<file path="src/rtl/serializer_frame_unit.sv">
// Frame serializer: captures NUM_WORDS x WORD_W words on LOAD/READY and shifts one bit per BIT_EN, word 0 first.
// Optional per-word even parity bit when SERIALIZER_PARITY_EN is defined; BIT_EN=0 stalls with outputs held.
module serializer_frame_unit #(
  parameter int WORD_W    = 32,
  parameter int NUM_WORDS = 8,
  parameter bit LSB_FIRST = 1'b1
) (
  input  logic                                                  CLK,
  input  logic                                                  RESET,
  input  logic [NUM_WORDS*WORD_W-1:0]                           PAR_IN,
  input  logic                                                  LOAD,
  output logic                                                  READY,
  input  logic                                                  BIT_EN,
  output logic                                                  SERIAL_OUT,
  output logic                                                  SERIAL_VALID,
  output logic                                                  FRAME_START,
  output logic                                                  WORD_DONE,
  output logic                                                  FRAME_DONE,
  output logic [((NUM_WORDS > 1) ? $clog2(NUM_WORDS) : 1)-1:0]  WORD_IDX
);

  localparam int BCW = $clog2(WORD_W + 1);
  localparam int WIW = (NUM_WORDS > 1) ? $clog2(NUM_WORDS) : 1;
  localparam logic [BCW-1:0]    BIT_LAST  = BCW'(WORD_W - 1);
  localparam logic [WIW-1:0]    WORD_LAST = WIW'(NUM_WORDS - 1);
  localparam logic [WORD_W-1:0] ONE_LSB   = {{(WORD_W-1){1'b0}}, 1'b1};
  localparam logic [WORD_W-1:0] ONE_MSB   = {1'b1, {(WORD_W-1){1'b0}}};

  typedef enum logic [1:0] {
    IDLE,
`ifdef SERIALIZER_PARITY_EN
    PAR,
`endif
    SHIFT
  } state_t;

  state_t            state_q, state_d;
  logic [BCW-1:0]    bit_cnt_q, bit_cnt_d;
  logic [WIW-1:0]    word_cnt_q, word_cnt_d;
  logic              out_q, out_d;
  logic              vld_q, vld_d;
  logic              fs_q, fs_d;
  logic              wd_q, wd_d;
  logic              fd_q, fd_d;
  logic [WIW-1:0]    idx_q, idx_d;
  logic              load_en;
  logic              word_end;
  logic [WORD_W-1:0] shadow [NUM_WORDS];
  logic [WORD_W-1:0] cur_word;
  logic [WORD_W-1:0] bit_mask;
  logic              data_bit;

  assign cur_word = shadow[word_cnt_q];
  // Mask-based bit pick avoids a variable index wider than the word
  assign bit_mask = LSB_FIRST ? (ONE_LSB << bit_cnt_q) : (ONE_MSB >> bit_cnt_q);
  assign data_bit = |(cur_word & bit_mask);

  always_comb begin
    state_d    = state_q;
    bit_cnt_d  = bit_cnt_q;
    word_cnt_d = word_cnt_q;
    out_d      = out_q;
    vld_d      = 1'b0;
    fs_d       = 1'b0;
    wd_d       = 1'b0;
    fd_d       = 1'b0;
    idx_d      = idx_q;
    load_en    = 1'b0;
    word_end   = 1'b0;
    case (state_q)
      IDLE: begin
        out_d = 1'b0;
        if (LOAD) begin
          load_en    = 1'b1;
          bit_cnt_d  = '0;
          word_cnt_d = '0;
          state_d    = SHIFT;
        end
      end
      SHIFT: begin
        if (BIT_EN) begin
          out_d = data_bit;
          vld_d = 1'b1;
          fs_d  = (word_cnt_q == '0) && (bit_cnt_q == '0);
          idx_d = word_cnt_q;
          if (bit_cnt_q == BIT_LAST) begin
            bit_cnt_d = '0;
`ifdef SERIALIZER_PARITY_EN
            state_d   = PAR;
`else
            word_end  = 1'b1;
`endif
          end else begin
            bit_cnt_d = bit_cnt_q + 1'b1;
          end
        end
      end
`ifdef SERIALIZER_PARITY_EN
      PAR: begin
        if (BIT_EN) begin
          out_d    = ^cur_word;
          vld_d    = 1'b1;
          idx_d    = word_cnt_q;
          word_end = 1'b1;
          state_d  = SHIFT;
        end
      end
`endif
      default: state_d = IDLE;
    endcase

    // The last emitted bit of a word carries WORD_DONE and decides frame end
    if (word_end) begin
      wd_d = 1'b1;
      if (word_cnt_q == WORD_LAST) begin
        fd_d       = 1'b1;
        word_cnt_d = '0;
        state_d    = IDLE;
      end else begin
        word_cnt_d = word_cnt_q + 1'b1;
      end
    end
  end

  always_ff @(posedge CLK or posedge RESET) begin
    if (RESET) begin
      state_q    <= IDLE;
      bit_cnt_q  <= '0;
      word_cnt_q <= '0;
      out_q      <= 1'b0;
      vld_q      <= 1'b0;
      fs_q       <= 1'b0;
      wd_q       <= 1'b0;
      fd_q       <= 1'b0;
      idx_q      <= '0;
    end else begin
      state_q    <= state_d;
      bit_cnt_q  <= bit_cnt_d;
      word_cnt_q <= word_cnt_d;
      out_q      <= out_d;
      vld_q      <= vld_d;
      fs_q       <= fs_d;
      wd_q       <= wd_d;
      fd_q       <= fd_d;
      idx_q      <= idx_d;
    end
  end

  always_ff @(posedge CLK or posedge RESET) begin
    if (RESET) begin
      for (int k = 0; k < NUM_WORDS; k++) shadow[k] <= '0;
    end else if (load_en) begin
      for (int k = 0; k < NUM_WORDS; k++) shadow[k] <= PAR_IN[k*WORD_W +: WORD_W];
    end
  end

  assign READY        = (state_q == IDLE);
  assign SERIAL_OUT   = out_q;
  assign SERIAL_VALID = vld_q;
  assign FRAME_START  = fs_q;
  assign WORD_DONE    = wd_q;
  assign FRAME_DONE   = fd_q;
  assign WORD_IDX     = idx_q;

endmodule
</file>
<file path="config.mk">
export PLATFORM = sky130hd
export DESIGN_NAME = serializer_frame_unit
export DESIGN_NICKNAME = d
export VERILOG_FILES = /design/src/rtl/serializer_frame_unit.sv
export SDC_FILE = /design/constraint.sdc
export NUM_CORES = 1
export LEC_CHECK = 0
export CAP_MARGIN = 10
export CORE_ASPECT_RATIO = 0.8
export CORE_MARGIN = 5
export CORE_UTILIZATION = 50
export DETAILED_ROUTE_END_ITERATION = 10
export PLACE_DENSITY = 0.79
export SLEW_MARGIN = 20
export SYNTH_ARGS = -nofsm -noshare
export SYNTH_HDL_FRONTEND = slang
export SYNTH_SLANG_ARGS = --single-unit
</file>
<file path="constraint.sdc">
create_clock -name CLK -period 10.7 [get_ports CLK]
set_input_delay 1.07 -clock CLK [delete_from_list [all_inputs] [get_ports CLK]]
set_output_delay 1.07 -clock CLK [all_outputs]
set_load 0.005 [all_outputs]
</file>
Word-level counts from Yosys, hierarchy flattened
Cells that the tools add are included.
- register bits after elaboration: 275
- bits of input ports: 260
- output and inout port bits: 9
- equality and inequality tests: 5
- bitwise gates (word level): 2
- reductions and logical operators: 12
- add/subtract/negate cells: 2
- mux-type cells: 29
- magnitude comparators: 1
- shifts and indexed selects: 1
- operator list (kind ; number):
    $bmux 32 s3 ; 1
    $mux 32 ; 2
    $and 32x32->32 ; 1
    $reduce_or 32->1 ; 1
    $shl 1x6->32 const A ; 1
    $mux 6 ; 3
    $mux 1 ; 13
    $mux 3 ; 4
    $pmux 6 s2 ; 1
    $add 6x1->6 const B ; 1
    $eq 6x5->1 const B ; 1
    $logic_not 6->1 ; 1
    $mux 2 ; 3
    $reduce_and 2->1 ; 3
    $reduce_bool 2->1 ; 3
    $ge 4x4->1 const B ; 1
    $ne 2x2->1 const B ; 2
    $not 3->4 ; 1
    $pmux 2 s2 ; 1
    $add 3x1->3 const B ; 1
    $eq 3x3->1 const B ; 1
    $logic_not 3->1 ; 1
    $reduce_and 3->1 ; 1
    $eq 2x1->1 const B ; 1
    3 further kinds ; 3

Longest topological paths before layout
Gate-level depths: netlist of run 1.
- word-level depth: 8
- gate-level depth with buffers: 10
- depth with buffers taken out: 8

Worst setup path before layout of run 1
OpenSTA, ideal clock, no wires.
- path kind: register -> register
- from: register word_cnt_q[1]
- to: register out_q (netlist: SERIAL_OUT)
- path slack: 8522 ps
- data arrival time: 2049 ps
- setup time: 129 ps
- stages on the path, launching flop included: 10
- required time: 10571 ps
- period minus slack after synthesis: 2178 ps
- path through: dfrtp_1 -> buf_6 -> buf_4 -> buf_2 -> mux4_2 -> mux2i_1 -> o22ai_1 -> a311oi_1 -> nand4_1 -> o41a_1
- longest elaborated chain between the ends: 8
- RTL lines (item ; RTL line ; text):
    start, declared ; 39 ; logic [WIW-1:0] word_cnt_q, word_cnt_d;
    start signal, assigned ; 139 ; word_cnt_q <= word_cnt_d;
    $not 3->4 (implied by the code) ; 53 ; assign cur_word = shadow[word_cnt_q];
    $bmux 32 s3 ; 53 ;
    $mux 32 (implied by the code) (2 in series) ; 53 ;
    $and 32x32->32 ; 56 ; assign data_bit = |(cur_word & bit_mask);
    $reduce_or 32->1 ; 56 ;
    $mux 1 ; 81 ; if (BIT_EN) begin
    $pmux 1 s2 ; 70 ; case (state_q)
    end signal, assigned ; 140 ; out_q <= out_d;
    end, declared ; 40 ; logic out_q, out_d;
Every way passes these cells. The select of a mux whose other input is x is not followed.
A chain may end at the register's enable or synchronous reset.

Worst setup path after layout of run 1
- from: register word_cnt_q[0]
- to: register out_q (netlist: SERIAL_OUT)
The elaborated chain is that of the path after synthesis.

==> results.yml, run 1 <==
clocking:
  htree_levels: 1
  cts_root_buffer: "sky130_fd_sc_hd__clkbuf_16"
  clk_path_buf_depth: 3
  cts-buffers-inserted: 28
  cts_tree: "yes"
  clk_pin_slew_ps: 70
  post_cts_resized: 0
  cts_hold_buffers: 0
  post_cts_buffers: 0
  clock_latency_ps: 540
  cts.sink_count: 275
timing:
  sum_neg_setup_slack_ps: 0
  finClkSkew_ps: 8.06
  slew_headroom: 0.269
  transition_time_at_the_pin_with_the_least_slew_margin_ps: 1100
  final_min_period_over_clock_period: 0.328
  timing.final.max_slew_violations: 0
  rsz0062_at_grt: "false"
  finalWorstPathRequiredPeriod_ps: 3500
  setup-violations-final: 0
  timing.fmax_ghz: 0.285
  hold-worst-slack_ps: 467
  finalHoldViolCount: 0
  final.setup.worst_slack_ps: 7200
routing:
  drtAntennaViolNets: 0
  average_routed_wire_per_standard_cell_um: 18.5
  drt_wl_total_um: 35900
  detail_route.vias_per_cell: 5.39
  remaining_drc_errors: 0
  drt_first_iter_violations: 974
  routed-via-count: 10500
  drtPass1Iterations: 5
die:
  die-area_um2: 28800
  die-height_um: 153
  standard_cell_rows: 52
  floorplan.die.width_um: 188
  pin_count: 269
  core_area_um2: 25200
  initial_utilization: 0.506
placed_design:
  gp_routability_congestion: 0.908
  post_dp_cell_area_um2: 15500
  detailedPlacementHpwl_um: 24700
  dpl_worst_slack_ps: 7000
  place.detailed.instances: 1891
  port_buffers: 268
synth:
  synth_nets: 1644
  yosys_most_used_dff: "sky130_fd_sc_hd__dfrtp_1"
  post_synth_instance_area_um2: 12700
  ys_async_sr_fraction: 1.00
  combinational_family_with_the_most_area_after_synthesis: "simple AND/OR/NAND/NOR gates"
  yosys.area_share.adder: 0.00884
  post_synth_and_or_nand_nor_area_fraction: 0.266
  synthXorXnorAreaFrac: 0.000688
  muxShareOfSynthArea: 0.121
  synth_warnings: 0
  synth_sequential_area_ratio: 0.540
  ys_ff_latch: 275
  yosysUniqueCellTypes: 50
  number_of_synthesized_flops_with_an_enable_pin: 0
  syn-instance-count: 1375
  synth_compound_area_frac: 0.0281
  mean_instance_size_in_the_synthesized_netlist_um2: 9.26
worst_setup_path:
  worstPathCellList: "buf_4 -> mux4_2 -> mux2i_1 -> o22ai_1 -> nor3_1 -> nand4_1 -> o41a_1"
  worstReg2RegStart: "word_cnt_q[0]$_DFFE_PP0P_"
  cpMaxStageDelayCell: "sky130_fd_sc_hd__dfrtp_4"
  worst-r2r-cell-count: 7
  cp_data_arrival_time_ps: 3900
  required_ps: 11100
  critPathMaxStageDelay_ps: 900
  critical_path.max_fanout: 38
  crit-reg2reg-capture: "SERIAL_OUT$_DFFE_PP0P_"
  launching_instance_or_port_of_the_critical_path: "word_cnt_q[0]$_DFFE_PP0P_"
  critPathLaunchType: "flop"
  path_class: "flop to flop"
  r2r_slack_ps: 7200
  worst_setup_path_endpoint: "SERIAL_OUT$_DFFE_PP0P_"
  setup.worst_path.end_class: "flop"
flow_run:
  cap_viol_max_count: 0
cells_and_area:
  syn_to_layout_area_delta_pct: 29.3
  post-route-util: 0.654
  final_cell_area_um2: 16500
  most-common-layout-cells: "sky130_fd_sc_hd__nand2_1 (800), sky130_fd_sc_hd__dfrtp_1 (273), sky130_fd_sc_hd__clkdlybuf4s50_1 (268)"
  finalNetCount: 1866
  antenna_cells: 0
  layout.cells.most_common: "sky130_fd_sc_hd__nand2_1"
  layout.cells.non_filler: 1942
  layout-drive-gt1-share: 0.0674
global_route:
  grt_first_pass_wirelength_um: 57000
  maximum_number_of_pins_on_one_net_before_global_route_repair: 122
  vias_in_the_first_global_route: 10600
  initial_antenna_violation_count: 4
  grt_overflow_total: 0
  gr-usage-all-layers: 0.245
power_and_ir_drop:
  power.density_cell_area_nw_per_um2: 166
  vdd_ir_drop_max_uv: 118
  static-leakage-power_nw: 8.01
  report.power.total_mw: 2.74
run_status:
  run_status: "complete, no violations"
hold_path:
  worst_hold_path_type: "flop to flop"
## critical path: cells and delay by family (launching register included)
family | cells | cell delay [ps]
muxes | 2 | 870
AOI/OAI and AO/OA | 2 | 580
DFF | 1 | 900
buffers and inverters | 1 | 640
and+or+nand+nor | 2 | 350
## flip-flops by register name, indices dropped and copies added (netlist names)
signal,count
SERIAL_VALID,1
state_q,2
word_cnt_q,3
SERIAL_OUT,1
FRAME_START,1
shadow,256
WORD_IDX,3
WORD_DONE,1
FRAME_DONE,1
bit_cnt_q,6
## Yosys cell counts (2+ instances only)
cell | number | area share
sky130_fd_sc_hd__buf_1 | 6 | 0.0018
sky130_fd_sc_hd__o31ai_1 | 2 | 0.0012
sky130_fd_sc_hd__nor3b_1 | 2 | 0.0012
sky130_fd_sc_hd__a21oi_1 | 8 | 0.0031
sky130_fd_sc_hd__mux4_2 | 47 | 0.083
sky130_fd_sc_hd__nor3_1 | 5 | 0.0020
sky130_fd_sc_hd__o21ai_0 | 8 | 0.0031
sky130_fd_sc_hd__buf_2 | 8 | 0.0031
sky130_fd_sc_hd__mux2i_1 | 15 | 0.012
sky130_fd_sc_hd__a2111oi_0 | 2 | 0.0014
sky130_fd_sc_hd__nand2_1 | 801 | 0.24
sky130_fd_sc_hd__clkbuf_1 | 59 | 0.017
sky130_fd_sc_hd__nor2b_1 | 8 | 0.0039
sky130_fd_sc_hd__a32oi_1 | 2 | 0.0014
sky130_fd_sc_hd__nor2_1 | 10 | 0.0029
sky130_fd_sc_hd__mux4_1 | 12 | 0.025
sky130_fd_sc_hd__o2111ai_1 | 3 | 0.0021
sky130_fd_sc_hd__buf_6 | 7 | 0.0062
sky130_fd_sc_hd__dfrtp_1 | 275 | 0.54
sky130_fd_sc_hd__nand4_1 | 12 | 0.0059
sky130_fd_sc_hd__and2_1 | 3 | 0.0015
sky130_fd_sc_hd__nand3_1 | 20 | 0.0079
sky130_fd_sc_hd__buf_4 | 3 | 0.0018
sky130_fd_sc_hd__a41oi_1 | 3 | 0.0021
sky130_fd_sc_hd__and3b_1 | 2 | 0.0014
sky130_fd_sc_hd__a221oi_1 | 3 | 0.0021
sky130_fd_sc_hd__o22ai_1 | 5 | 0.0025
sky130_fd_sc_hd__a31oi_1 | 2 | 0.00098
sky130_fd_sc_hd__inv_1 | 11 | 0.0032
sky130_fd_sc_hd__a22oi_1 | 3 | 0.0018
sky130_fd_sc_hd__ha_1 | 9 | 0.0088
## worst min path at each step
stage / startpoint / to / slack (ps) / cells past startpoint
floorplan: shadow[196]$_DFFE_PP0P_ / shadow[196]$_DFFE_PP0P_ / 440 / 2
CTS: shadow[247]$_DFFE_PP0P_ / shadow[247]$_DFFE_PP0P_ / 470 / 2
global route: shadow[175]$_DFFE_PP0P_ / shadow[175]$_DFFE_PP0P_ / 480 / 2
global placement: shadow[175]$_DFFE_PP0P_ / shadow[175]$_DFFE_PP0P_ / 450 / 2
detailed placement: shadow[247]$_DFFE_PP0P_ / shadow[247]$_DFFE_PP0P_ / 450 / 2
finish: shadow[247]$_DFFE_PP0P_ / shadow[247]$_DFFE_PP0P_ / 470 / 2
## metal layers
layer / global-route usage / vias up / wire length [um]
met5: 0 / - / 55
met4: 0.0541 / 8 / 787
li1: - / 4895 / -
met1: 0.358 / 5057 / 15400
met2: 0.372 / 432 / 16200
met3: 0.0683 / 68 / 3450
## layout make-up
class	count	area, um2
Fill cell	2007	8710
Clock buffer	42	845
Clock inverter	9	120
Multi-Input combinational cell	1005	5420
Timing Repair Buffer	276	2740
Sequential cell	275	6890
Inverter	11	48.8
Tap cell	324	405
## cell families after synthesis
kind of cell               count (synthesis)
AOI/OAI and AO/OA                         50
xor gates and xnor gates                   1
adders and majority gates                  9
buffers and inverters                     95
DFF                                      275
muxes                                     75
other                                      1
and+or+nand+nor                          869
## where the power goes
group          internal, mW  switching [mW]  total (mW)
Combinational         0.216           0.218       0.434
Clock                 0.614           0.403        1.02
Sequential             1.20          0.0880        1.29
Total                  2.03           0.709        2.74
Note: power is estimated with default switching activity, not from simulation.
==> run 2: changes to the inputs <==
==> constraint.sdc (replaced) <==
create_clock -name CLK -period 3.4 [get_ports CLK]
set_input_delay 0.34 -clock CLK [delete_from_list [all_inputs] [get_ports CLK]]
set_output_delay 0.34 -clock CLK [all_outputs]
set_load 0.005 [all_outputs]
==> run 2 against run 1 <==
  * Clock skew up 5.3 ps
  * Non-clock buffer count is 13 higher
  * Register-to-register slack got worse by 6600 ps
  * Hold slack got worse by 180 ps
  * Die area unchanged
  * Total power rose to 3.1 times the previous value
  * Final cell count up 0.67%
  * Utilization up 0.57 points
  * Critical path type unchanged
==> results.yml, run 2 (synthesis results as in run 1) <==
run_status:
  run_status: "complete, no violations"
worst_setup_path:
  worstReg2RegStart: "word_cnt_q[1]$_DFFE_PP0P_"
  critical_path_s_top_delay_family: "flip-flops"
  r2r_slack_ps: 580
  critPathLaunchType: "flop"
  required_ps: 3820
  critical_path.max_fanout: 33
  setup.worst_path.end_class: "flop"
  worstPathCellList: "buf_4 -> mux4_2 -> nand2_1 -> a21oi_1 -> a311oi_1 -> nand4_1 -> o41a_1"
  path_class: "flop to flop"
  critPathMaxStageDelay_ps: 820
  crit-reg2reg-capture: "SERIAL_OUT$_DFFE_PP0P_"
  timing.critical_path.buf_inv: 1
  cpMaxStageDelayCell: "sky130_fd_sc_hd__dfrtp_4"
  cp_data_arrival_time_ps: 3240
  worst-r2r-cell-count: 7
routing:
  routed-via-count: 10700
  average_routed_wire_per_standard_cell_um: 19.8
  drt_first_iter_violations: 1132
  detail_route.vias_per_cell: 5.47
  drtPass1Iterations: 5
  drtAntennaViolNets: 0
  remaining_drc_errors: 0
  drt_wl_total_um: 38700
die:
  initial_utilization: 0.506
  floorplan.die.width_um: 188
  die-area_um2: 28800
  standard_cell_rows: 52
  pin_count: 269
  die-height_um: 153
  core_area_um2: 25200
timing:
  finalWorstPathRequiredPeriod_ps: 2820
  finClkSkew_ps: 13.4
  timing.fmax_ghz: 0.355
  final_min_period_over_clock_period: 0.828
  setup-violations-final: 0
  transition_time_at_the_pin_with_the_least_slew_margin_ps: 838
  timing.final.max_slew_violations: 0
  finalHoldViolCount: 0
  hold-worst-slack_ps: 284
  rsz0062_at_grt: "false"
  slew_headroom: 0.437
clocking:
  cts_root_buffer: "sky130_fd_sc_hd__clkbuf_16"
  cts_hold_buffers: 0
  clock_latency_ps: 550
  clk_path_buf_depth: 3
  cts.sink_count: 275
  post_cts_buffers: 0
  htree_levels: 1
  cts-buffers-inserted: 28
  clk_pin_slew_ps: 60
  cts_tree: "yes"
  post_cts_resized: 0
cells_and_area:
  finalNetCount: 1879
  final_cell_area_um2: 16600
  largest_register_ffs: 256
  layout-drive-gt1-share: 0.0736
  most-common-layout-cells: "sky130_fd_sc_hd__nand2_1 (800), sky130_fd_sc_hd__dfrtp_1 (273), sky130_fd_sc_hd__clkdlybuf4s50_1 (268)"
  antenna_cells: 0
  top_register: "shadow"
  syn_to_layout_area_delta_pct: 30.4
  leading_registers_by_flop_count: "shadow (256), bit_cnt_q (6)"
  layout.cells.most_common: "sky130_fd_sc_hd__nand2_1"
  filler_cell_count: 1973
global_route:
  vias_in_the_first_global_route: 10900
  grt_first_pass_wirelength_um: 61200
  initial_antenna_violation_count: 0
  grt_overflow_total: 0
  gr-usage-all-layers: 0.267
  maximum_number_of_pins_on_one_net_before_global_route_repair: 108
power_and_ir_drop:
  vdd_ir_drop_max_uv: 363
  power.density_cell_area_nw_per_um2: 518
  static-leakage-power_nw: 8.07
placed_design:
  detailedPlacementHpwl_um: 28500
  port_buffers: 268
  post_dp_cell_area_um2: 15700
  gp_routability_congestion: 0.909
flow_run:
  cap_viol_max_count: 0
hold_path:
  worst_hold_path_type: "input pin to async pin"
-- run 2: changes by cell type in the layout (fill, tap and decap cells not counted), moves of 2 or more --
cell | before | now
sky130_fd_sc_hd__buf_12 | 0 | 8
sky130_fd_sc_hd__buf_4 | 8 | 13
sky130_fd_sc_hd__clkinvlp_4 | 0 | 2
sky130_fd_sc_hd__clkbuf_1 | 6 | 8
sky130_fd_sc_hd__clkbuf_8 | 7 | 4
-- run 2: through the flow --
step / power [mW] / setup TNS (ps) / std cells / util / worst slack, ps
3_5_place_dp: 5.55 / 0 / 1904 / 0.623 / 589
6_report: 8.60 / 0 / 1955 / 0.660 / 584
2_1_floorplan: 4.81 / -158780 / 1375 / - / -577
3_3_place_gp: 5.51 / 0 / 1904 / 0.623 / 679
4_1_cts: 8.62 / 0 / 1955 / 0.660 / 581
5_1_grt: 8.95 / 0 / 1955 / 0.660 / 433
-- run 2: worst reg2reg max path: stages, from the launching register on --
cell and delay (ps):
sky130_fd_sc_hd__dfrtp_4 820, sky130_fd_sc_hd__buf_4 360, sky130_fd_sc_hd__mux4_2 540, sky130_fd_sc_hd__nand2_1 90, sky130_fd_sc_hd__a21oi_1 80, sky130_fd_sc_hd__a311oi_1 270
sky130_fd_sc_hd__nand4_1 150, sky130_fd_sc_hd__o41a_1 380
-- run 2: worst max path at each step --
stage	from	end	cells past startpoint
CTS	word_cnt_q[0]$_DFFE_PP0P_	SERIAL_OUT$_DFFE_PP0P_	7
global placement	word_cnt_q[0]$_DFFE_PP0P_	SERIAL_OUT$_DFFE_PP0P_	7
floorplan	RESET	FRAME_DONE$_DFF_PP0_	1
global route	word_cnt_q[1]$_DFFE_PP0P_	SERIAL_OUT$_DFFE_PP0P_	7
detailed placement	word_cnt_q[0]$_DFFE_PP0P_	SERIAL_OUT$_DFFE_PP0P_	7
finish	word_cnt_q[1]$_DFFE_PP0P_	SERIAL_OUT$_DFFE_PP0P_	7
-- run 2: routing by layer --
metal,GRT usage,vias to the layer above,wire length [um]
met3,0.0561,68,3230
met1,0.383,5205,16400
met5,0,-,0
li1,-,4918,-
met2,0.423,506,18100
met4,0.0656,0,945
-- run 2: area by class of cell --
class | count | area, um2 | area share
Clock inverter | 10 | 103 | 0.00618
Clock buffer | 41 | 811 | 0.0488
Multi-Input combinational cell | 1005 | 5420 | 0.326
Sequential cell | 275 | 6890 | 0.415
Tap cell | 324 | 405 | 0.0244
Timing Repair Buffer | 289 | 2940 | 0.177
Inverter | 11 | 45.0 | 0.00271
-- run 2: report_power, final --
group	leakage (nW)	internal (mW)	switching (mW)	total (mW)
sequential	3.44	3.79	0.379	4.17
clock	0.451	1.80	1.27	3.07
combinational	4.18	0.691	0.671	1.36
==> run 3: changes to the inputs <==
==> constraint.sdc (replaced) <==
create_clock -name CLK -period 2.7 [get_ports CLK]
set_input_delay 0.27 -clock CLK [delete_from_list [all_inputs] [get_ports CLK]]
set_output_delay 0.27 -clock CLK [all_outputs]
set_load 0.005 [all_outputs]
==> run 3 against run 2 <==
  * Non-clock buffer count rose by 20
  * Die area did not move
  * Clock skew barely moved
  * Count of clock-buffer cells in the layout fell by 3
==> results.yml, run 3 (synthesis results as in run 1) <==
cells_and_area:
  antenna_cells: 0
  syn_to_layout_area_delta_pct: 32.9
  largest_register_ffs: 256
  top_register: "shadow"
  final_cell_area_um2: 16900
  most-common-layout-cells: "sky130_fd_sc_hd__nand2_1 (800), sky130_fd_sc_hd__dfrtp_1 (273), sky130_fd_sc_hd__clkdlybuf4s50_1 (268)"
  post-route-util: 0.672
  finalNetCount: 1899
  layout-drive-gt1-share: 0.0890
  leading_registers_by_flop_count: "shadow (256), bit_cnt_q (6)"
  layout.cells.most_common: "sky130_fd_sc_hd__nand2_1"
global_route:
  maximum_number_of_pins_on_one_net_before_global_route_repair: 108
  initial_antenna_violation_count: 0
  vias_in_the_first_global_route: 11000
  grt_first_pass_wirelength_um: 60900
  gr-usage-all-layers: 0.264
  grt_overflow_total: 0
placed_design:
  detailedPlacementHpwl_um: 28400
  post_dp_cell_area_um2: 15900
  gp_routability_congestion: 0.965
  port_buffers: 268
worst_setup_path:
  cp_data_arrival_time_ps: 2930
  setup.worst_path.end_class: "flop"
  path_class: "flop to flop"
  critPathMaxStageDelay_ps: 530
  crit_top_cell: "sky130_fd_sc_hd__o2111ai_1"
  critical_path.max_fanout: 23
  required_ps: 3120
  critPathLaunchType: "flop"
  cpMaxStageDelayCell: "sky130_fd_sc_hd__mux4_2"
  worstPathCellList: "buf_12 -> mux4_2 -> or2_2 -> o2111ai_1 -> o2111ai_1 -> o31a_1 -> o41a_1"
clocking:
  cts_hold_buffers: 0
  cts-buffers-inserted: 28
  clock_latency_ps: 550
  cts_root_buffer: "sky130_fd_sc_hd__clkbuf_16"
  cts_tree: "yes"
  htree_levels: 1
  clk_path_buf_depth: 3
  cts.sink_count: 275
  clk_pin_slew_ps: 60
die:
  die-area_um2: 28800
  die-height_um: 153
  core_area_um2: 25200
  pin_count: 269
  standard_cell_rows: 52
  floorplan.die.width_um: 188
  initial_utilization: 0.506
timing:
  final_min_period_over_clock_period: 0.927
  rsz0062_at_grt: "false"
  slew_headroom: 0.490
  timing.final.max_slew_violations: 0
  sum_neg_setup_slack_ps: 0
  transition_time_at_the_pin_with_the_least_slew_margin_ps: 764
  finalWorstPathRequiredPeriod_ps: 2500
  finClkSkew_ps: 13.0
  finalHoldViolCount: 0
  timing.fmax_ghz: 0.399
  setup-violations-final: 0
routing:
  remaining_drc_errors: 0
  drt_wl_total_um: 38500
  drtPass1Iterations: 6
  average_routed_wire_per_standard_cell_um: 19.5
  detail_route.vias_per_cell: 5.46
  drtAntennaViolNets: 0
  drt_first_iter_violations: 1061
  routed-via-count: 10800
flow_run:
  cap_viol_max_count: 0
power_and_ir_drop:
  static-leakage-power_nw: 8.24
  power.density_cell_area_nw_per_um2: 658
  vdd_ir_drop_max_uv: 475
hold_path:
  worst_hold_path_type: "input pin to async pin"
run_status:
  run_status: "complete, no violations"
[run 3: changes by cell type in the layout (fill, tap and decap cells not counted)]
cell / previous run / this run
sky130_fd_sc_hd__clkinv_4: 0 / 1
sky130_fd_sc_hd__clkinv_2: 7 / 5
sky130_fd_sc_hd__clkbuf_1: 8 / 2
sky130_fd_sc_hd__clkbuf_8: 4 / 7
sky130_fd_sc_hd__buf_8: 0 / 1
sky130_fd_sc_hd__clkinvlp_4: 2 / 4
sky130_fd_sc_hd__inv_6: 0 / 1
sky130_fd_sc_hd__buf_12: 8 / 12
sky130_fd_sc_hd__buf_4: 13 / 28
sky130_fd_sc_hd__bufinv_16: 2 / 4
[run 3: worst paths after layout]
path	start	endpoint	slack [ps]	cells past startpoint
max	word_cnt_q[0]$_DFFE_PP0P_	SERIAL_OUT$_DFFE_PP0P_	200	7
min	RESET	shadow[103]$_DFFE_PP0P_	220	2
max reg2reg	word_cnt_q[0]$_DFFE_PP0P_	SERIAL_OUT$_DFFE_PP0P_	200	7
min reg2reg	shadow[81]$_DFFE_PP0P_	shadow[81]$_DFFE_PP0P_	470	2
max in group asynchronous	RESET	shadow[234]$_DFFE_PP0P_	1720	3
min in group CLK	PAR_IN[213]	shadow[53]$_DFFE_PP0P_	250	3
[run 3: what timing repair did]
item | CTS | global route
buffers inserted | 0 | 1
resized for setup | 0 | 0
setup endpoints to repair | 0 | 1
[run 3: cell type report]
| type | instances | area [um2] |
|---|---|---|
| well taps | 324 | 405 |
| clock inverters | 14 | 185 |
| inverters | 11 | 45.0 |
| flip-flops and latches | 275 | 6890 |
| fillers | 1929 | 8260 |
| repair buffers | 309 | 3150 |
| clock buffers | 38 | 830 |
| multi-input cells | 1005 | 5420 |
[run 3: stage by stage]
stage	setup WS (ps)	hold slack (ps)	power, mW	std cells
6_report	196	216	11.1	1976
5_1_grt	50.0	232	11.6	1976
4_1_cts	64.9	199	11.2	1975
3_5_place_dp	124	458	6.99	1923
3_3_place_gp	113	451	6.93	1923
2_1_floorplan	-1210	375	6.06	1375
[run 3: metal layers]
metal  share of wire  vias up  GRT usage
met3           0.094       77     0.0701
met5               0        -          0
met2            0.45      509      0.398
li1                -     4971          -
met1            0.43     5231      0.387
met4           0.027        0     0.0663
[run 3: report_power, final]
| part | switching (mW) | leakage [nW] | internal (mW) |
|---|---|---|---|
| Sequential | 0.446 | 3.44 | 4.77 |
| Combinational | 0.855 | 4.30 | 0.895 |
| Clock | 1.64 | 0.495 | 2.54 |
| Total | 2.94 | 8.24 | 8.20 |
[run 3: critical path: cells and delay by family (launching register included)]
kind / cells / cell delay [ps]
flip-flops: 1 / 450
AO/OA/AOI/OAI: 4 / 890
multiplexers: 1 / 530
buffers and inverters: 1 / 200
AND/OR/NAND/NOR: 1 / 300
